**src/rtl/arm_pkg.sv**
```systemverilog
// -----------------------------------------------------------------------------
// arm_pkg
// Shared definitions for the SRAM controller: FSM state and operation enums,
// default memory map base and wait-state count, and the byte-address to
// SRAM word-index helper.
// No ports (package).
// -----------------------------------------------------------------------------
package arm_pkg;

   typedef enum logic [1:0] {
      ST_IDLE,
      ST_LO,
      ST_HI,
      ST_DONE
   } sram_state_e;

   typedef enum logic {
      OP_READ,
      OP_WRITE
   } sram_op_e;

   localparam logic [31:0] DEFAULT_MEM_BASE    = 32'd1024;
   localparam int unsigned DEFAULT_WAIT_CYCLES = 2;

   // 32-bit subtract wraps modulo 2^32; only the low 17 word bits reach the SRAM.
   function automatic logic [16:0] word_index(input logic [31:0] addr,
                                              input logic [31:0] base);
      return 17'((addr - base) >> 2);
   endfunction

endpackage

```
**src/rtl/sram_controller_if.sv**
```systemverilog
// -----------------------------------------------------------------------------
// sram_controller_if
// Bundles the memory-stage request/response signals and the 16-bit SRAM bus.
//   wrEn/rdEn/address/writeData : memory-stage request (from pipeline)
//   readData/ready              : load data and pipeline freeze/complete
//   sramAddr/sramDqOut/sramDqOe : half-word address, write data, bus drive
//   sramDqIn                    : read data returned by the SRAM
//   sramWeN/OeN/CeN/UbN/LbN     : active-low SRAM strobes
// Modports: slave = controller, master = pipeline/SRAM environment.
// -----------------------------------------------------------------------------
interface sram_controller_if;
   logic        wrEn;
   logic        rdEn;
   logic [31:0] address;
   logic [31:0] writeData;
   logic [31:0] readData;
   logic        ready;
   logic [17:0] sramAddr;
   logic [15:0] sramDqOut;
   logic [15:0] sramDqIn;
   logic        sramDqOe;
   logic        sramWeN;
   logic        sramOeN;
   logic        sramCeN;
   logic        sramUbN;
   logic        sramLbN;

   modport slave (
      input  wrEn, rdEn, address, writeData, sramDqIn,
      output readData, ready, sramAddr, sramDqOut, sramDqOe,
             sramWeN, sramOeN, sramCeN, sramUbN, sramLbN
   );

   modport master (
      output wrEn, rdEn, address, writeData, sramDqIn,
      input  readData, ready, sramAddr, sramDqOut, sramDqOe,
             sramWeN, sramOeN, sramCeN, sramUbN, sramLbN
   );
endinterface

```
**src/rtl/sram_controller.sv**
```systemverilog
// -----------------------------------------------------------------------------
// sram_controller
// Splits each 32-bit memory-stage access into two 16-bit SRAM half-accesses
// (low half then high half), each held for WAIT_CYCLES cycles, and freezes
// the pipeline via ready until the access completes.
// Ports:
//   clk  : clock, rising edge
//   rst  : asynchronous active-low reset
//   bus  : sram_controller_if.slave (request, response and SRAM bus)
// Parameters:
//   WAIT_CYCLES : cycles per half-access (1..15)
//   MEM_BASE    : byte address mapped to SRAM word 0
// -----------------------------------------------------------------------------
module sram_controller
   import arm_pkg::*;
#(
   parameter int unsigned WAIT_CYCLES = DEFAULT_WAIT_CYCLES,
   parameter logic [31:0] MEM_BASE    = DEFAULT_MEM_BASE
) (
   input  logic             clk,
   input  logic             rst,
   sram_controller_if.slave bus
);

   localparam logic [3:0] LAST_CNT = 4'(WAIT_CYCLES - 1);

   sram_state_e state_q, state_d;
   sram_op_e    op_q, op_d;
   logic [3:0]  cnt_q, cnt_d;
   logic [16:0] idx_q, idx_d;
   logic [31:0] wdata_q, wdata_d;
   logic [31:0] rdata_q, rdata_d;

   logic        req;
   logic        active;
   logic        is_write;
   logic        half_hi;

   logic [17:0] sram_addr;
   logic [15:0] sram_dq_out;
   logic        sram_dq_oe;
   logic        sram_we_n;
   logic        sram_oe_n;

   assign req = bus.wrEn | bus.rdEn;

   // Next-state: request is sampled only in IDLE, so a request still held
   // during DONE is not mistaken for a new access.
   always_comb begin
      state_d = state_q;
      op_d    = op_q;
      cnt_d   = cnt_q;
      idx_d   = idx_q;
      wdata_d = wdata_q;
      rdata_d = rdata_q;
      case (state_q)
         ST_IDLE: begin
            cnt_d = '0;
            if (req) begin
               state_d = ST_LO;
               op_d    = bus.wrEn ? OP_WRITE : OP_READ;
               idx_d   = word_index(bus.address, MEM_BASE);
               wdata_d = bus.writeData;
            end
         end
         ST_LO: begin
            if (cnt_q == LAST_CNT) begin
               state_d = ST_HI;
               cnt_d   = '0;
               if (op_q == OP_READ) rdata_d[15:0] = bus.sramDqIn;
            end else begin
               cnt_d = cnt_q + 4'd1;
            end
         end
         ST_HI: begin
            if (cnt_q == LAST_CNT) begin
               state_d = ST_DONE;
               cnt_d   = '0;
               if (op_q == OP_READ) rdata_d[31:16] = bus.sramDqIn;
            end else begin
               cnt_d = cnt_q + 4'd1;
            end
         end
         default: begin
            state_d = ST_IDLE;
            cnt_d   = '0;
         end
      endcase
   end

   always_ff @(posedge clk or negedge rst) begin
      if (!rst) begin
         state_q <= ST_IDLE;
         op_q    <= OP_READ;
         cnt_q   <= '0;
         idx_q   <= '0;
         wdata_q <= '0;
         rdata_q <= '0;
      end else begin
         state_q <= state_d;
         op_q    <= op_d;
         cnt_q   <= cnt_d;
         idx_q   <= idx_d;
         wdata_q <= wdata_d;
         rdata_q <= rdata_d;
      end
   end

   // SRAM side decoded from state and latched request only.
   assign active   = (state_q == ST_LO) || (state_q == ST_HI);
   assign is_write = (op_q == OP_WRITE);
   assign half_hi  = (state_q == ST_HI);

   always_comb begin
      sram_addr   = '0;
      sram_dq_out = '0;
      sram_dq_oe  = 1'b0;
      sram_we_n   = 1'b1;
      sram_oe_n   = 1'b1;
      if (active) begin
         sram_addr  = {idx_q, half_hi};
         sram_dq_oe = is_write;
         sram_we_n  = ~is_write;
         sram_oe_n  = is_write;
         if (is_write) sram_dq_out = half_hi ? wdata_q[31:16] : wdata_q[15:0];
      end
   end

   assign bus.sramAddr  = sram_addr;
   assign bus.sramDqOut = sram_dq_out;
   assign bus.sramDqOe  = sram_dq_oe;
   assign bus.sramWeN   = sram_we_n;
   assign bus.sramOeN   = sram_oe_n;
   assign bus.sramCeN   = ~active;
   assign bus.sramUbN   = ~active;
   assign bus.sramLbN   = ~active;
   assign bus.readData  = rdata_q;
   assign bus.ready     = (state_q == ST_DONE) || ((state_q == ST_IDLE) && !req);

endmodule

```
**src/flat_wrapper.sv**
```systemverilog
// flat-port wrapper written by rule: the top's interface ports become plain ports
module sram_controller_flat import arm_pkg::*;
#(
   parameter int unsigned WAIT_CYCLES = DEFAULT_WAIT_CYCLES,
   parameter logic [31:0] MEM_BASE    = DEFAULT_MEM_BASE
)
  (clk, rst, bus_wrEn, bus_rdEn, bus_address, bus_writeData, bus_sramDqIn, bus_readData, bus_ready, bus_sramAddr, bus_sramDqOut, bus_sramDqOe, bus_sramWeN, bus_sramOeN, bus_sramCeN, bus_sramUbN, bus_sramLbN);
  sram_controller_if bus_i ();
  input  logic clk;
  input  logic rst;
  input wire logic [$bits(bus_i.wrEn)-1:0] bus_wrEn;
  input wire logic [$bits(bus_i.rdEn)-1:0] bus_rdEn;
  input wire logic [$bits(bus_i.address)-1:0] bus_address;
  input wire logic [$bits(bus_i.writeData)-1:0] bus_writeData;
  input wire logic [$bits(bus_i.sramDqIn)-1:0] bus_sramDqIn;
  output wire logic [$bits(bus_i.readData)-1:0] bus_readData;
  output wire logic [$bits(bus_i.ready)-1:0] bus_ready;
  output wire logic [$bits(bus_i.sramAddr)-1:0] bus_sramAddr;
  output wire logic [$bits(bus_i.sramDqOut)-1:0] bus_sramDqOut;
  output wire logic [$bits(bus_i.sramDqOe)-1:0] bus_sramDqOe;
  output wire logic [$bits(bus_i.sramWeN)-1:0] bus_sramWeN;
  output wire logic [$bits(bus_i.sramOeN)-1:0] bus_sramOeN;
  output wire logic [$bits(bus_i.sramCeN)-1:0] bus_sramCeN;
  output wire logic [$bits(bus_i.sramUbN)-1:0] bus_sramUbN;
  output wire logic [$bits(bus_i.sramLbN)-1:0] bus_sramLbN;
  assign bus_i.wrEn = bus_wrEn;
  assign bus_i.rdEn = bus_rdEn;
  assign bus_i.address = bus_address;
  assign bus_i.writeData = bus_writeData;
  assign bus_i.sramDqIn = bus_sramDqIn;
  assign bus_readData = bus_i.readData;
  assign bus_ready = bus_i.ready;
  assign bus_sramAddr = bus_i.sramAddr;
  assign bus_sramDqOut = bus_i.sramDqOut;
  assign bus_sramDqOe = bus_i.sramDqOe;
  assign bus_sramWeN = bus_i.sramWeN;
  assign bus_sramOeN = bus_i.sramOeN;
  assign bus_sramCeN = bus_i.sramCeN;
  assign bus_sramUbN = bus_i.sramUbN;
  assign bus_sramLbN = bus_i.sramLbN;
  sram_controller #(.WAIT_CYCLES(WAIT_CYCLES), .MEM_BASE(MEM_BASE)) u_core (.clk(clk), .rst(rst), .bus(bus_i));
endmodule
```
**config.mk**
```make
export PLATFORM = sky130hd
export DESIGN_NAME = sram_controller_flat
export DESIGN_NICKNAME = d
export VERILOG_FILES = /design/src/rtl/arm_pkg.sv /design/src/rtl/sram_controller_if.sv /design/src/rtl/sram_controller.sv /design/src/flat_wrapper.sv
export SDC_FILE = /design/constraint.sdc
export NUM_CORES = 1
export LEC_CHECK = 0
export BUFFER_PORTS_ARGS = -buffer_cell sky130_fd_sc_hd__clkbuf_2
export CORE_ASPECT_RATIO = 0.9
export CORE_MARGIN = 2
export CORE_UTILIZATION = 48
export DETAILED_ROUTE_END_ITERATION = 6
export PLACE_DENSITY = 0.79
export SYNTH_ARGS = -nofsm -noshare
export SYNTH_HDL_FRONTEND = slang
export SYNTH_SLANG_ARGS = --single-unit
```
**constraint.sdc**
```tcl
create_clock -name clk -period 1.8 [get_ports clk]
set_input_delay 0.36 -clock clk [delete_from_list [all_inputs] [get_ports clk]]
set_output_delay 0.36 -clock clk [all_outputs]
set_load 0.005 [all_outputs]
```
==> impl_results.md, run 1 <==
- Unrepaired setup endpoints after global routing: true
- Psw: between 0.003 and 0.004 W
- CTS H-Tree Depth: 3
- Minimum clock period: between 1.5 and 2 ns
- Syn nets: 475
- Die width: between 90 and 100 um
- Starting density of the core: 0.491
- Internal power: 0.00604 W
- Min-Delay Path Class: input port to flip-flop
- Mapped Cells: 384
- First-pass GRT wire length: ~15,000 um
- Yosys cell types: 34
- Main flop type after synthesis: dfrtp_1
- WHS Path Cells: 3
- CTS tree: yes
- Routed Antenna Nets: 0
- Core box area: 7990 sq um
- Sequential share of the synthesized area: 0.562
- TritonRoute pass-1 iters: 5
- Hold Violations, Final: 0
- Total grt overflow: 0
- Ant diodes: 0
- CTS root buf: clkbuf_8
- Post-route cell area: roughly 5300 sq um
- Seq pwr share: 0.359
- Final worst slack: -0.178 ns
- Register cell area after layout: between 2000 and 2500 sq um
- WL/cell: ~15 um
- Area of the multi-input gates: roughly 1700 sq um
- CTS Buf Count: 9
- GP Congestion: roughly 0.8
- Layout Utilization: 0.658
- Max clock buf depth: 2
- Synth top area share: 0.562
- Setup crit start kind: flip-flop
- Post-Route WL: 9410 um
- CP Class: flip-flop to output pin
- Run status: finished, violations left
- Num rows: 31
- Area leader, netlist: dfrtp_1
- CTS sink count: 88
- Vias after detailed routing: 3,220
- Reg clk slew, reported paths: 0.11 ns
- Power Density: between 1500 and 2000 nW/um^2
- Filler cells: around 650
- # IOs: 157
- Violations in the final reports: negative setup slack
- DP Area: approximately 4800 sq um
- Drc violations: 0
- Crit path DAT: 1.62 ns
- Final Setup Violations: 40
- Die ar.: 8910 sq um
- Layout Nets: approximately 630
- Peak fanout along the critical path: 9
- Total GRT Usage: 0.206
- Clock power frac: 0.138
- Avg Vias per Cell: approximately 5.0
- DP Wirelength: about 6500 um
- DRT iter0 DRCs: 124
- Vert. Die Dim: 89.7 um
- Number of global-route vias before repair: 3,175
- Largest net degree at the start of global routing: 34
- Worst Skew: 0.0162 ns
- EDFF count, synth: 0
- Slew @ Worst Pin: roughly 0.56 ns
- MaxCap Viol Count: 0
- Share of post-route cells with drive strength above 1: 0.426
- # port buffers: between 100 and 150
- Max Clk Rate: 0.506 GHz
- Post-synth ARST share: 1.00
- Syn Area/Cell: roughly 10 sq um
- Sw frac: 0.380
- Ys Warns: 0
- LEAKAGE: approximately 2.8 nW
- Cell depth of the worst flop-to-flop path: 5
- Top cells by area, synth: dfrtp_1 (56%), nand2_1 (12%), mux2_2 (9.2%)
- Fin. max-slew vios: 0
- WP data required: roughly 1.4 ns
- Flops & latches, synth: a little under 90
- Crit share post-route: 1.10
- Comb power frac: 0.503
- Synth-to-Final Area Change: 34.2%
- Max-slew headroom: 0.627
- Initial antenna violation count: 0
- CP endpoint kind: output pin
- Worst ir drop on vdd: slightly above 0.9 mV
- Skew-Pair Late Insertion Delay: around 0.37 ns
- Mapped Area: around 3900 sq um
-- cell usage after synthesis, types with 5 or more instances --
| cell type | n |
|---|---|
| nand2_1 | 128 |
| dfrtp_1 | 88 |
| a31oi_1 | 5 |
| mux2i_1 | 17 |
| o21ai_0 | 7 |
| nor2_1 | 28 |
| ha_1 | 7 |
| inv_1 | 7 |
| mux2_2 | 32 |
| clkbuf_1 | 11 |
| and2_1 | 17 |
-- worst max-delay path, cell delays in order (launching register included) --
cell and delay [ns]:
dfrtp_1 0.41, inv_2 0.11, ha_4 0.20, buf_12 0.16, mux2i_2 0.23, nor2_2 0.05
clkbuf_2 0.11
-- registers in the layout (all words and copies together) (netlist names) --
signal,cells
u_core.bus.readData,32
u_core.is_write,1
u_core.state_q,2
u_core.wdata_q,32
u_core.cnt_q,4
u_core.idx_q,17
-- layer usage --
| metal | global-route usage | wire (um) | part of all wire | vias up |
|---|---|---|---|---|
| met4 | 0.0285 | 78 | 0.0083 | 0 |
| met1 | 0.270 | 4160 | 0.44 | 1540 |
| met5 | 0 | 0 | 0 | - |
| met2 | 0.344 | 4520 | 0.48 | 116 |
| li1 | - | - | - | 1556 |
| met3 | 0.0677 | 651 | 0.069 | 8 |
-- area by class of cell --
| class | instances | area share |
|---|---|---|
| Clock buffer | 9 | 0.0236 |
| Clock inverter | 7 | 0.0133 |
| Inverter | 7 | 0.00642 |
| Multi-Input combinational cell | 270 | 0.322 |
| Sequential cell | 88 | 0.419 |
| Tap cell | 99 | 0.0236 |
| Timing Repair Buffer | 161 | 0.192 |
-- cell families (layout without fill, tap and decap cells) --
logic type | Yosys count | after routing | synth area share
adders and majority gates | 7 | 7 | 0.0223
DFF | 88 | 88 | 0.562
AOI/OAI and AO/OA | 21 | 21 | 0.0338
muxes | 49 | 49 | 0.135
buffers and inverters | 26 | 184 | 0.0313
and+or+nand+nor | 190 | 190 | 0.209
xor gates and xnor gates | 3 | 3 | 0.00670
-- power groups by stage --
| stage | Clock [W] | Sequential, W | Combinational (W) |
|---|---|---|---|
| after floorplan | 0 | 0.00341 | 0.00238 |
| after global placement | 0 | 0.00343 | 0.00399 |
| after detailed placement | 0 | 0.00350 | 0.00410 |
| after CTS | 0.00137 | 0.00346 | 0.00461 |
| after global routing | 0.00146 | 0.00359 | 0.00539 |
| final | 0.00134 | 0.00350 | 0.00490 |
-- path summary, 6_finish.rpt --
path	start	slack, ns	end
setup / recovery	u_core.state_q[0]$_DFFE_PN0P_	-0.18	bus_sramDqOut[13]
hold / removal	bus_writeData[30]	0.18	u_core.wdata_q[30]$_DFFE_PN0P_
setup reg to reg	u_core.cnt_q[1]$_DFF_PN0_	0.12	u_core.bus.readData[3]$_DFFE_PN0P_
hold reg to reg	u_core.idx_q[6]$_DFFE_PN0P_	0.48	u_core.idx_q[6]$_DFFE_PN0P_
max in group asynchronous	rst	0.80	u_core.bus.readData[13]$_DFFE_PN0P_
min in group asynchronous	rst	0.42	u_core.bus.readData[16]$_DFFE_PN0P_
-- placed cells by master, fill, tap and decap left out, drive strengths merged, types with 3 or more instances in the layout --
| cell type | Yosys | layout |
|---|---|---|
| clkbuf | 11 | 142 |
| nand2 | 130 | 130 |
| dfrtp | 88 | 88 |
| mux2 | 32 | 32 |
| nor2 | 28 | 28 |
| buf | 8 | 27 |
| mux2i | 17 | 17 |
| and2 | 17 | 17 |
| inv | 7 | 11 |
| o21ai | 8 | 8 |
| ha | 7 | 7 |
| a31oi | 5 | 5 |
| or3 | 3 | 3 |
| o31ai | 3 | 3 |
| or4 | 3 | 3 |
-- repair_timing --
action | 4_1_cts | 5_1_grt
buffers inserted | 2 | 2
gates cloned | 2 | 1
hold endpoints to repair | 19 | 0
hold buffers | 1 | 0
resized for setup | 18 | 22
pin swaps | 3 | 1
endpoints found under the setup margin | 40 | 72
-- stage by stage --
stage	power (W)	hold WS [ns]	setup WS (ns)	instances	TNS [ns]
global route	0.0104	0.170	-0.250	641	-7.08
floorplan	0.00579	0.0644	0.0183	384	0
finish	0.00973	0.178	-0.178	641	-4.29
CTS	0.00943	0.164	-0.169	638	-3.61
global placement	0.00742	0.262	0.0680	617	0
detailed placement	0.00759	0.271	0.0300	617	0
Power figures use the tool's default switching activity.
==> inputs of run 2 (changes only) <==
REMOVE_ABC_BUFFERS = 1   (was not set)
==> run 2 against run 1 <==
The run still ends with negative setup slack left. Largest cell class unchanged. Critical path type unchanged. Largest power group unchanged. Global-route usage is 0.32 points higher. Utilization about the same. Critical path depth is the same. Highest routed layer unchanged.
==> impl_results.md, run 2 (synthesized netlist as in run 1, its figures left out) <==
- WP data required: 1.44 ns (about the same)
- Area of the multi-input gates: 1680 sq um (-0.66%)
- Layout Nets: 630 (+0.32%)
- Sw frac: 0.357 (-0.0225)
- CP endpoint kind: output pin
- Number of global-route vias before repair: 3,109 (-2.1%)
- Most frequent cells in the layout: clkbuf_2 (135), nand2_1 (127), dfrtp_1 (88)
- Drc violations: 0 (unchanged)
- Pre-CTS setup slack: -0.0249 ns (-0.0548 ns)
- MaxCap Viol Count: 0 (unchanged)
- Register cell area after layout: 2200 sq um (unchanged)
- CTS tree: yes
- Clock power frac: 0.143 (+0.005)
- # port buffers: 141 (unchanged)
- Internal power: 0.00624 W (+3.4%)
- Skew-Pair Late Insertion Delay: 0.34 ns (-0.03 ns)
- Vert. Die Dim: 89.7 um (unchanged)
- Die width: 99.3 um (unchanged)
- GP Congestion: 0.790 (+0.23%)
- # IOs: 157 (unchanged)
- LEAKAGE: 2.75 nW (-0.28%)
- CTS root buf: clkbuf_8
- First-pass GRT wire length: 14,900 um (+0.32%)
- Crit path DAT: 1.59 ns (-0.03 ns)
- Avg Vias per Cell: 4.94 (-1.7%)
- Synth-to-Final Area Change: 34.2% (about the same)
- Unrepaired setup endpoints after global routing: true
- Slowest stage delay, CP: 0.37 ns (-0.04 ns)
- Seq pwr share: 0.357 (-0.002)
- CTS Buf Count: 9 (unchanged)
- CP Class: flip-flop to output pin
- Cell depth of the worst flop-to-flop path: 5 (unchanged)
- Peak fanout along the critical path: 6 (-3)
- TritonRoute pass-1 iters: 4 (-1)
- Worst ir drop on vdd: 0.938 mV (+0.60%)
- Minimum clock period: 1.95 ns (-0.0256 ns)
- Min-Delay Path Class: input port to flip-flop
- RR Startpoint: u_core.cnt_q[1]$_DFF_PN0_
- Total GRT Usage: 0.209 (+0.00321)
- WHS Path Cells: 3 (unchanged)
- Psw: 0.00347 W (-6.1%)
- Critical Path Sink: bus_sramDqOut[1]
- Hold Worst Slack: 0.209 ns (+0.0313 ns)
- Reg clk slew, reported paths: 0.08 ns (-0.03 ns)
- Reg-to-reg setup timing slack: 0 ns (-0.12 ns)
- Crit share post-route: 1.08 (-0.0142)
- Die ar.: 8910 sq um (unchanged)
- WL/cell: 14.3 um (-2.8%)
- Comb power frac: 0.500 (-0.003)
- Starting density of the core: 0.491 (unchanged)
- Run status: finished, violations left
- Max clock buf depth: 2 (unchanged)
- Setup crit start kind: flip-flop
- Largest net degree at the start of global routing: 57 (+68%)
- Setup TNS: -2.07 ns (+2.22 ns)
- DRT iter0 DRCs: 91 (-27%)
- Final worst slack: -0.152 ns (+0.0256 ns)
- Power Density: 1850 nW/um^2 (-0.27%)
- Initial antenna violation count: 0 (unchanged)
- Critical Path Source: u_core.state_q[0]$_DFFE_PN0P_
- Most common cell after layout, fill and taps aside: clkbuf_2
- Violations in the final reports: negative setup slack
- Vias after detailed routing: 3,170 (-1.6%)
- Max Clk Rate: 0.512 GHz (+1.3%)
- Post-Route WL: 9170 um (-2.6%)
- CP max-delay cell: dfrtp_1
- Layout Utilization: 0.659 (about the same)
- Core box area: 7990 sq um (unchanged)
- CTS sink count: 88 (unchanged)
- Fin. max-slew vios: 0 (unchanged)
- Total grt overflow: 0 (unchanged)
- Worst Skew: 0.00600 ns (-0.0102 ns)
- CTS H-Tree Depth: 3 (unchanged)
- Slew @ Worst Pin: 0.485 ns (-0.0727 ns)
- Ant diodes: 0 (unchanged)
- Max-slew headroom: 0.676 (+0.0491)
- Worst-path cell chain: inv_2 > ha_4 > nand2_4 > buf_6 > nor2_1 > clkbuf_2
- Share of post-route cells with drive strength above 1: 0.433 (+0.00658)
- DP Wirelength: 6510 um (+0.96%)
- Routed Antenna Nets: 0 (unchanged)
- Hold Violations, Final: 0 (unchanged)
- Final Setup Violations: 37 (-7.5%)
- Reg2reg end: u_core.bus.readData[28]$_DFFE_PN0P_
- Num rows: 31 (unchanged)
- Filler cells: 640 (-1.2%)
run 2: cell count changes in the layout (fill, tap and decap cells not counted), moves of 3 or more:
cell	change
and2_1	-4
inv_8	-4
buf_2	-6
and2_4	+4
buf_6	+9
clkbuf_2	+3
clkbuf_8	+3
run 2: worst min-delay path by stage:
stage / start / endpoint / slack (ns)
2_1_floorplan: rst / u_core.bus.readData[0]$_DFFE_PN0P_ / 0.06
3_3_place_gp: rst / u_core.wdata_q[2]$_DFFE_PN0P_ / 0.34
3_5_place_dp: rst / u_core.wdata_q[2]$_DFFE_PN0P_ / 0.34
4_1_cts: bus_writeData[19] / u_core.wdata_q[19]$_DFFE_PN0P_ / 0.18
5_1_grt: bus_writeData[23] / u_core.wdata_q[23]$_DFFE_PN0P_ / 0.18
6_report: bus_writeData[23] / u_core.wdata_q[23]$_DFFE_PN0P_ / 0.21
run 2: final cells by class:
type,count,area share
clock buffer,13,0.0321
clock inverter,2,0.00713
inverter,7,0.00571
multi-input combinational,270,0.320
sequential,88,0.418
tap,99,0.0235
timing repair buffer,163,0.193
run 2: through the flow:
step	std cells	area, sq um	total power [W]
after floorplan	365	3820	0.00565
after global placement	619	4840	0.00743
after CTS	640	5190	0.00949
after global routing	642	5260	0.0104
final	642	5260	0.00971
after detailed placement	619	4840	0.00762
run 2: worst max-delay path: cells and delay by family (launching register included):
family / cells / cell delay (ns)
simple gates: 2 / 0.22
flops: 1 / 0.37
buf+inv: 3 / 0.35
fa+ha+maj: 1 / 0.31
run 2: repair_timing:
item,in CTS,in global routing
buffers inserted,3,2
endpoints found under the hold margin,32,0
pin swaps,3,3
gates resized for setup,24,14
gates cloned,2,0
hold buffers,1,0
endpoints found under the setup margin,56,71
run 2: layer usage:
metal,vias up,wire length [um],part of all wire,track usage
li1,1547,-,-,-
met1,1529,3710,0.40,0.260
met2,78,4880,0.53,0.352
met3,16,367,0.040,0.0537
met4,0,208,0.023,0.0765
met5,-,0,0,0
run 2: power by group through the flow:
stage	Sequential [W]	Combinational [W]	Clock (W)
after floorplan	0.00341	0.00224	0
after global placement	0.00341	0.00402	0
after detailed placement	0.00348	0.00414	0
after CTS	0.00345	0.00460	0.00144
after global routing	0.00358	0.00535	0.00152
final	0.00347	0.00485	0.00139
==> inputs of run 3 (changes only) <==
CORE_MARGIN = not set   (was 2)
GPL_TIMING_DRIVEN = 0   (was not set)
TNS_END_PERCENT = 50   (was not set)
==> run 3 against run 2 <==
The run still ends with negative setup slack left. Total power shrank 4.7%. Global-route usage decreased by 0.38 points. Combinational power down 11%. Fmax grew 3.1%. Clock skew increased by 0.0037 ns. Die area down 4.2%. Flip-flop and latch count unchanged. Register-to-register slack improved by 0.12 ns.
==> impl_results.md, run 3 (synthesized netlist as in run 1, its figures left out) <==
- DP Cell Count: 604 (-2.4%)
- First-pass GRT wire length: 13,900 um (-6.5%)
- Reg-to-reg setup timing slack: 0.12 ns (+0.12 ns)
- Comb power frac: 0.466 (-0.034)
- Post-Route WL: 8480 um (-7.5%)
- Crit share post-route: 1.05 (-0.0331)
- Peak fanout along the critical path: 18 (+12)
- MaxCap Viol Count: 0 (unchanged)
- Setup crit start kind: flip-flop
- WP data required: 1.44 ns (about the same)
- GP Congestion: 0.787 (-0.43%)
- Largest net degree at the start of global routing: 51 (-11%)
- CTS sink count: 88 (unchanged)
- Hold Violations, Final: 0 (unchanged)
- Final worst slack: -0.0925 ns (+0.0596 ns)
- Post-route cell area: 5090 sq um (-3.3%)
- Buf/Inv on CP: 2 (-1)
- Final Non-Filler Cells: 627 (-2.3%)
- CP endpoint kind: output pin
- CP max-delay cell: dfrtp_1
- LEAKAGE: 2.68 nW (-2.5%)
- Critical Path Source: u_core.state_q[1]$_DFFE_PN0P_
- Min-Delay Path Class: input port to async pin
- Layout Nets: 617 (-2.1%)
- Worst ir drop on vdd: 0.809 mV (-14%)
- CP Class: flip-flop to output pin
- Reg clk slew, reported paths: 0.08 ns (about the same)
- Avg Vias per Cell: 4.94 (about the same)
- Number of global-route vias before repair: 3,080 (-0.93%)
- WL/cell: 13.5 um (-5.3%)
- Most common cell after layout, fill and taps aside: clkbuf_2
- DP Wirelength: 5950 um (-8.7%)
- Vert. Die Dim: 87.7 um (-2.2%)
- Worst Skew: 0.00974 ns (+0.00373 ns)
- DRT iter0 DRCs: 72 (-21%)
- Max clock buf depth: 2 (unchanged)
- Seq pwr share: 0.375 (+0.018)
- Die width: 97.3 um (-2.0%)
- Hold Worst Slack: 0.0443 ns (-0.165 ns)
- Filler cells: 648 (+1.3%)
- Final Setup Violations: 34 (-8.1%)
- Unrepaired setup endpoints after global routing: true
- Sw frac: 0.364 (+0.00675)
- Most frequent cells in the layout: clkbuf_2 (139), nand2_1 (127), dfrtp_1 (88)
- Internal power: 0.00589 W (-5.8%)
- Drc violations: 0 (unchanged)
- Setup TNS: -2.22 ns (-0.152 ns)
- Synth-to-Final Area Change: 29.8%
- Starting density of the core: 0.507 (+0.0164)
- Power Density: 1820 nW/um^2 (-1.5%)
- CTS tree: yes
- CTS H-Tree Depth: 3 (unchanged)
- Core box area: 7730 sq um (-3.2%)
- RR Startpoint: u_core.cnt_q[1]$_DFF_PN0_
- Pre-CTS setup slack: -0.825 ns (-0.800 ns)
- Skew-Pair Late Insertion Delay: 0.35 ns (about the same)
- Crit path DAT: 1.53 ns (-0.06 ns)
- Die ar.: 8530 sq um (-4.2%)
- CTS Buf Count: 9 (unchanged)
- Violations in the final reports: negative setup slack
- Ant diodes: 0 (unchanged)
- CTS root buf: clkbuf_8
- Minimum clock period: 1.89 ns (-0.0596 ns)
- TritonRoute pass-1 iters: 4 (unchanged)
- Share of post-route cells with drive strength above 1: 0.397 (-0.0354)
- Initial antenna violation count: 0 (unchanged)
- Max-slew headroom: 0.581 (-0.0955)
- Cell family with most CP delay: flip-flops
- # IOs: 157 (unchanged)
- Run status: finished, violations left
- Max Clk Rate: 0.528 GHz (+3.1%)
- Fin. max-slew vios: 0 (unchanged)
- Worst-path cell chain: inv_1 > ha_4 > nand2_8 > nor2_1 > clkbuf_2
- Vias after detailed routing: 3,096 (-2.3%)
- Hold Buf Count CTS: 0 (-1)
- Total GRT Usage: 0.206 (-0.00379)
- Routed Antenna Nets: 0 (unchanged)
- # port buffers: 141 (unchanged)
- Num rows: 30 (-3.2%)
- Slowest stage delay, CP: 0.35 ns (-0.02 ns)
- DP Area: 4700 sq um (-2.7%)
- Slew @ Worst Pin: 0.629 ns (+0.144 ns)
- Psw: 0.00337 W (-2.9%)
- Clock power frac: 0.160 (+0.017)
- Total grt overflow: 0 (unchanged)
==> run 3: cell types whose count changed in the layout (fill, tap and decap cells not counted), sizes merged <==
cell,change
buf,-17
bufinv,+1
dlygate4sd3,-1
inv,+3
clkinvlp,-2
clkbuf,+2
clkinv,+2
==> run 3: repair_timing <==
action | in CTS | in global routing
pin swaps | 2 | 2
endpoints found under the hold margin | 0 | 0
gates resized for setup | 17 | 5
endpoints found under the setup margin | 106 | 40
buffers inserted | 7 | 0
==> run 3: final timing paths <==
path | endpoint | cells after the start
worst max-delay path | bus_sramDqOut[6] | 5
worst min-delay path | u_core.bus.readData[29]$_DFFE_PN0P_ | 1
worst max register to register | u_core.bus.readData[24]$_DFFE_PN0P_ | 5
worst min register to register | u_core.idx_q[7]$_DFFE_PN0P_ | 2
max in group asynchronous | u_core.wdata_q[16]$_DFFE_PN0P_ | 2
min in group clk | u_core.wdata_q[15]$_DFFE_PN0P_ | 3
==> run 3: stage by stage <==
stage,util,power (W)
final,0.658,0.00925
after global routing,0.658,0.00998
after CTS,0.656,0.00932
after detailed placement,0.608,0.00736
after global placement,0.601,0.00716
after floorplan,-,0.00565
==> run 3: final cells by class <==
class / instances / area (sq um) / share of cell area
sequential: 88 / 2200 / 0.433
timing repair buffer: 150 / 833 / 0.164
multi-input combinational: 270 / 1690 / 0.332
inverter: 7 / 26.3 / 0.00516
clock inverter: 6 / 91.3 / 0.0179
tap: 96 / 120 / 0.0236
clock buffer: 10 / 128 / 0.0251
==> run 3: worst reg2reg max path, delay by kind of cell (launching register included) <==
family,cells,cell delay [ns]
simple gates,2,0.59
mux,1,0.34
fa+ha+maj,1,0.18
flops,1,0.41
buf+inv,1,0.06
==> run 3: metal layers <==
| layer | GRT usage | routed length, um | vias to the layer above |
|---|---|---|---|
| li1 | - | - | 1527 |
| met1 | 0.242 | 3520 | 1472 |
| met2 | 0.368 | 4410 | 86 |
| met3 | 0.0583 | 435 | 11 |
| met4 | 0.0709 | 104 | 0 |
| met5 | 0 | 0 | - |
==> run 3: power groups by stage <==
stage | sequential, W | clock (W) | combinational, W
2_1_floorplan | 0.00341 | 0 | 0.00224
3_3_place_gp | 0.00341 | 0 | 0.00375
3_5_place_dp | 0.00350 | 0 | 0.00387
4_1_cts | 0.00347 | 0.00153 | 0.00432
5_1_grt | 0.00358 | 0.00160 | 0.00480
6_report | 0.00347 | 0.00148 | 0.00431
